`src/rtl/rdm_pkg.sv`:
```
// rdm_pkg: shared state enum, default widths and buffer-entry layout for the de-matching pop sequencer.
// Ports: none (package).
package rdm_pkg;
    localparam int RDM_DATA_W = 256;
    localparam int RDM_AMT_W  = 5;
    localparam int RDM_LEN_W  = 16;
    typedef enum logic [1:0] {IDLE, RUN, FLUSH, DONE} rdm_seq_state_t;
    typedef struct packed {
        logic [RDM_DATA_W-1:0] data;
        logic [RDM_AMT_W-1:0]  bytes_m1;
        logic                  last;
    } rdm_buf_entry_t;
endpackage

```
`src/rtl/rdm_skid_buf2.sv`:
```
// rdm_skid_buf2: 2-entry FIFO with registered occupancy, push/pop and synchronous flush.
// Ports: clk/rst clock and async reset; flush empties the buffer; push/wdata write side;
//        pop/rdata/valid read side (rdata is the head entry); occ current occupancy 0..2.
module rdm_skid_buf2
    import rdm_pkg::*;
#(
    parameter int W = 8
) (
    input  logic         clk,
    input  logic         rst,
    input  logic         flush,
    input  logic         push,
    input  logic [W-1:0] wdata,
    input  logic         pop,
    output logic [W-1:0] rdata,
    output logic         valid,
    output logic [1:0]   occ
);
    logic [W-1:0] mem [2];
    logic         wp;
    logic         rp;
    logic         do_pop;
    logic         do_push;
    assign valid   = occ != 2'd0;
    assign rdata   = mem[rp];
    assign do_pop  = pop & valid;
    // a full buffer only accepts a write when the head leaves in the same cycle
    assign do_push = push & ((occ != 2'd2) | do_pop);
    always_ff @(posedge clk or posedge rst) begin
        if (rst) begin
            mem[0] <= '0;
            mem[1] <= '0;
            wp     <= 1'b0;
            rp     <= 1'b0;
            occ    <= 2'd0;
        end else if (flush) begin
            wp     <= 1'b0;
            rp     <= 1'b0;
            occ    <= 2'd0;
        end else begin
            if (do_push) begin
                mem[wp] <= wdata;
                wp      <= ~wp;
            end
            if (do_pop) rp <= ~rp;
            occ <= occ + 2'(do_push) - 2'(do_pop);
        end
    end
endmodule

```
`src/rtl/rdm_pop_sequencer.sv`:
```
// rdm_pop_sequencer: drains a job of N bytes from the parallel FIFO in bounded pops and streams each chunk downstream.
// Ports: i_core_clk/i_rx_rst clock and async reset; i_job_valid/o_job_ready/i_job_len_m1/i_chunk_max_m1 job request;
//        i_abort job termination; o_pop_permit/o_pop_amount/i_pop_enable/i_pop_data FIFO read port;
//        o_out_valid/i_out_ready/o_out_data/o_out_bytes_m1/o_out_last chunk stream; o_busy/o_done/o_err status.
module rdm_pop_sequencer
    import rdm_pkg::*;
#(
    parameter int DATA_W = RDM_DATA_W,
    parameter int AMT_W  = RDM_AMT_W,
    parameter int LEN_W  = RDM_LEN_W
) (
    input  logic              i_core_clk,
    input  logic              i_rx_rst,
    input  logic              i_job_valid,
    output logic              o_job_ready,
    input  logic [LEN_W-1:0]  i_job_len_m1,
    input  logic [AMT_W-1:0]  i_chunk_max_m1,
    input  logic              i_abort,
    output logic              o_pop_permit,
    output logic [AMT_W-1:0]  o_pop_amount,
    input  logic              i_pop_enable,
    input  logic [DATA_W-1:0] i_pop_data,
    output logic              o_out_valid,
    input  logic              i_out_ready,
    output logic [DATA_W-1:0] o_out_data,
    output logic [AMT_W-1:0]  o_out_bytes_m1,
    output logic              o_out_last,
    output logic              o_busy,
    output logic              o_done,
    output logic              o_err
);
    localparam int BW = DATA_W + AMT_W + 1;

    rdm_seq_state_t state;
    rdm_seq_state_t state_nx;
    logic [LEN_W:0]   rem_m1;
    logic             rem_vld;
    logic [AMT_W-1:0] chunk_m1;
    logic [1:0]       occ;
    logic [BW-1:0]    head;
    logic             accept;
    logic             abort_act;
    logic             push;
    logic             fire;
    logic             last;
    logic             proto_err;

    assign o_job_ready  = state == IDLE;
    assign o_busy       = state != IDLE;
    assign o_done       = state == DONE;
    assign accept       = i_job_valid & o_job_ready;
    assign abort_act    = i_abort & (state != IDLE);
    assign last         = rem_m1 <= (LEN_W+1)'(chunk_m1);
    // permit and amount depend on registers only, never on the pop strobe or downstream ready
    assign o_pop_permit = (state == RUN) & rem_vld & (occ != 2'd2);
    assign o_pop_amount = (state == RUN) ? (last ? rem_m1[AMT_W-1:0] : chunk_m1) : '0;
    assign push         = i_pop_enable & o_pop_permit & ~i_abort;
    assign proto_err    = i_pop_enable & ~o_pop_permit;
    assign fire         = o_out_valid & i_out_ready;
    assign {o_out_data, o_out_bytes_m1, o_out_last} = head;

    rdm_skid_buf2 #(.W(BW)) u_buf (
        .clk   (i_core_clk),
        .rst   (i_rx_rst),
        .flush (abort_act),
        .push  (push),
        .wdata ({i_pop_data, o_pop_amount, last}),
        .pop   (fire),
        .rdata (head),
        .valid (o_out_valid),
        .occ   (occ)
    );

    always_comb begin
        state_nx = state;
        case (state)
            IDLE:    state_nx = accept ? RUN : IDLE;
            RUN:     state_nx = (push & last) ? FLUSH : RUN;
            // leave on the edge that drains the final beat so DONE follows it directly
            FLUSH:   state_nx = ((occ == 2'd0) | ((occ == 2'd1) & fire)) ? DONE : FLUSH;
            DONE:    state_nx = IDLE;
            default: state_nx = IDLE;
        endcase
        if (abort_act) state_nx = IDLE;
    end

    always_ff @(posedge i_core_clk or posedge i_rx_rst) begin
        if (i_rx_rst) state <= IDLE;
        else          state <= state_nx;
    end

    always_ff @(posedge i_core_clk or posedge i_rx_rst) begin
        if (i_rx_rst) begin
            rem_m1   <= '0;
            rem_vld  <= 1'b0;
            chunk_m1 <= '0;
        end else if (abort_act) begin
            rem_m1   <= '0;
            rem_vld  <= 1'b0;
        end else if (accept) begin
            rem_m1   <= {1'b0, i_job_len_m1};
            rem_vld  <= 1'b1;
            chunk_m1 <= i_chunk_max_m1;
        end else if (push) begin
            if (last) rem_vld <= 1'b0;
            else      rem_m1  <= rem_m1 - (LEN_W+1)'(chunk_m1) - (LEN_W+1)'(1);
        end
    end

    always_ff @(posedge i_core_clk or posedge i_rx_rst) begin
        if (i_rx_rst) o_err <= 1'b0;
        else          o_err <= accept ? 1'b0 : (o_err | proto_err);
    end
endmodule

```
`config.mk`:
```
export PLATFORM = sky130hd
export DESIGN_NAME = rdm_pop_sequencer
export DESIGN_NICKNAME = d
export VERILOG_FILES = /design/src/rtl/rdm_pkg.sv /design/src/rtl/rdm_skid_buf2.sv /design/src/rtl/rdm_pop_sequencer.sv
export SDC_FILE = /design/constraint.sdc
export NUM_CORES = 1
export LEC_CHECK = 0
export CORE_ASPECT_RATIO = 0.5
export CORE_MARGIN = 2
export CORE_UTILIZATION = 57
export CTS_BUF_LIST = sky130_fd_sc_hd__clkbuf_2 sky130_fd_sc_hd__clkbuf_4 sky130_fd_sc_hd__clkbuf_8
export CTS_CLUSTER_DIAMETER = 100
export CTS_CLUSTER_SIZE = 25
export DETAILED_ROUTE_END_ITERATION = 10
export PLACE_DENSITY_LB_ADDON = 0.12
export SYNTH_ARGS = -nofsm -noshare
export SYNTH_HDL_FRONTEND = slang
export SYNTH_SLANG_ARGS = --single-unit
```
`constraint.sdc`:
```
create_clock -name i_core_clk -period 47.4 [get_ports i_core_clk]
set_clock_uncertainty 0.2 [all_clocks]
set_input_delay 9.48 -clock i_core_clk [delete_from_list [all_inputs] [get_ports i_core_clk]]
set_output_delay 9.48 -clock i_core_clk [all_outputs]
set_load 0.01 [all_outputs]
```
==> impl_metrics.csv <==
group,metric,value,unit
run_status,status,"finished, final reports clean",
power_and_ir_drop,power-per-cell-area,59.3,mW/mm2
critical_path,required,37.72,ns
yosys,yosysSeqAreaShare,54.7,%
route,first_iter_violations,837,
die,die-area,0.0462,mm2
global_routing,grt_usage,24.5,%
yosys,yosysUniqueCellTypes,59,
timing,setup_violations,0,
route,firstDrtPassIters,4,
yosys,syn-cell-area,0.0253,mm2
placed_design,dp_hpwl,38700,um
route,routed_via_density,5.43,
placed_design,dpl-instance-area,0.0311,mm2
global_routing,antenna_found_initial,10,
timing,worst_pin_slew,1.06,ns
yosys,syn_nets,1931,
timing,rsz0062_at_grt,"false",
critical_path,r2r-start,"state[1]",
power_and_ir_drop,power_frac_seq,40.8,%
layout,stdcell_area,0.0315,mm2
route,totalWireLength,57400,um
yosys,netlist_instances,1639,
die,die_x,302,um
power_and_ir_drop,power.internal,0.00130,W
power_and_ir_drop,p_clk_share,10.5,%
critical_path,rrSetupSlack,43.04,ns
clock_tree,cts_sinks,554,
critical_path,endpoint_kind,"primary output",
route,drc,0,
power_and_ir_drop,pwr-share-comb,48.7,%
layout,area_growth,24.6,%
timing,slew_headroom,29.1,%
yosys,ys_ff_latch,554,
power_and_ir_drop,peakVddDrop,0.0337,mV
clock_tree,cts.clk_slew.worst_paths,0.16,ns
layout,final_cell_mix,"577 x mux2_2, 555 x clkdlybuf4s50_1, 553 x dfrtp_1",
die,core_area,0.0437,mm2
timing,final_max_slew_viol_count,0,
route,wl_per_cell,21.0,um
global_routing,grt_overflow,0,
timing,fin_setup_tns,0,ns
global_routing,grt_max_degree,185,
timing,final-hold-violation-count,0,
critical_path,start_kind,"flop",
run,drv_cap,0,
power_and_ir_drop,leakagePower,14.7,nW
global_routing,grt_pass1_vias,15900,
die,start_util,57.9,%
critical_path,crit_arrival,4.60,ns
global_routing,grt_pass1_wl,90200,um
worst_hold_path,min-delay-start,"u_buf.mem[265]",
yosys,synthArstFlopShare,100,%
placed_design,port_buffers,555,
critical_path,crit_fanout,68,
yosys,synth_warnings,0,
clock_tree,cts_resized,0,
clock_tree,postCtsSetupBuffers,0,
layout,mostFrequentLayoutCell,"mux2_2",
clock_tree,clock_latency,0.65,ns
power_and_ir_drop,p_sw,0.000576,W
yosys,yosys_most_used_dff,"dfrtp_1",
layout,drive_above_1_share,38.9,%
critical_path,path_class,"reg2out",
critical_path,crit_start,"u_buf.rp",
yosys,synth_edf_count,0,
worst_hold_path,hp-class,"reg2reg",
timing,max_freq,70.0,MHz
route,ant_nets,0,
clock_tree,numCtsBuffers,26,
timing,period_minus_slack,14.28,ns
clock_tree,htree_levels,1,
yosys,synth.avg_cell_area,15.5,um2
clock_tree,cts_root_buf,"clkbuf_8",
clock_tree,tritoncts,"done",
clock_tree,hold_buffers,0,
layout,fin_nets,2430,
die,die_y,153,um
placed_design,gp_congestion,0.861,
die,rows,54,
layout,nFillCells,2989,
timing,fin_crit_sh,30.1,%
power_and_ir_drop,swShare,30.8,%
clock_tree,cts_buffer_depth,3,
die,ioPinCount,556,
route,vias,14900,
==> synthesized netlist by cell type (6+ instances only) <==
library cell / count / area (um2)
mux2_2: 577 / 6500
dfrtp_1: 554 / 13900
mux2_4: 197 / 2960
nand2_1: 38 / 143
buf_6: 35 / 394
buf_2: 32 / 160
clkbuf_1: 27 / 101
o21ai_0: 19 / 95.1
nor2_1: 18 / 67.6
inv_1: 14 / 52.6
a21oi_1: 10 / 50.1
ha_1: 8 / 100
nor3_1: 8 / 40.0
o211ai_1: 8 / 60.1
nor4_1: 7 / 43.8
mux2i_1: 6 / 60.1
==> power by group through the flow <==
stage	clock [W]	sequential (W)	combinational, W
6_report	0.000197	0.000764	0.000911
5_1_grt	0.000221	0.000786	0.000965
4_1_cts	0.000204	0.000762	0.000921
3_5_place_dp	0	0.000769	0.000918
3_3_place_gp	0	0.000762	0.000906
2_1_floorplan	0	0.000732	0.000545
==> sequential cells by signal, indices dropped and copies added (netlist names) <==
name and count:
rem_vld 1, u_buf.occ 2, state 2, u_buf.rp 1, u_buf.wp 1, o_err 1
rem_m1 17, u_buf.mem 524, chunk_m1 5
==> worst paths after layout <==
path                                   to  cells after the start
setup / recovery           o_out_data[93]                      4
hold / removal             u_buf.mem[265]                      2
setup reg to reg           u_buf.mem[406]                      7
hold reg to reg            u_buf.mem[265]                      2
max in group asynchronous        u_buf.rp                      4
min in group asynchronous   u_buf.mem[62]                      2
==> metrics by stage <==
step,utilization (%),instances,hold WS [ns],setup slack [ns],total power (W)
floorplan,-,1639,0.244,22.23,0.00128
global placement,71.2,2698,0.257,33.48,0.00167
detailed placement,71.2,2698,0.266,33.47,0.00169
CTS,72.1,2727,0.297,33.09,0.00189
global route,72.2,2737,0.326,32.89,0.00197
finish,72.2,2737,0.294,33.12,0.00187
==> critical path, stage by stage (launching register included) <==
cell	delay (ns)
dfrtp_4	1.11
buf_4	0.80
buf_4	0.85
mux2_2	0.41
clkdlybuf4s50_1	0.55
==> metal layers <==
layer	GRT usage [%]	vias up	part of all wire, %
li1	-	6844	-
met1	30.6	7666	41
met2	42.9	259	52
met3	3.60	95	3.4
met4	9.85	0	3.8
met5	0	-	0
==> cell families after synthesis <==
kind of cell / synth area share [%]
mux: 37.6
flops: 54.7
buf+inv: 2.93
simple gates: 2.32
compound gates: 1.83
fa+ha+maj: 0.474
xor+xnor: 0.138
==> cell type report <==
| class | instances | area (um2) | area share [%] |
|---|---|---|---|
| antenna | 10 | 25.0 | 0.0793 |
| clock buffer | 28 | 379 | 1.20 |
| clock inverter | 1 | 30.0 | 0.0952 |
| inverter | 15 | 63.8 | 0.202 |
| multi-input combinational | 972 | 10700 | 34.1 |
| sequential | 554 | 13900 | 44.0 |
| tap | 588 | 736 | 2.33 |
| timing repair buffer | 569 | 5700 | 18.1 |
Note: power is estimated with default switching activity, not from simulation.
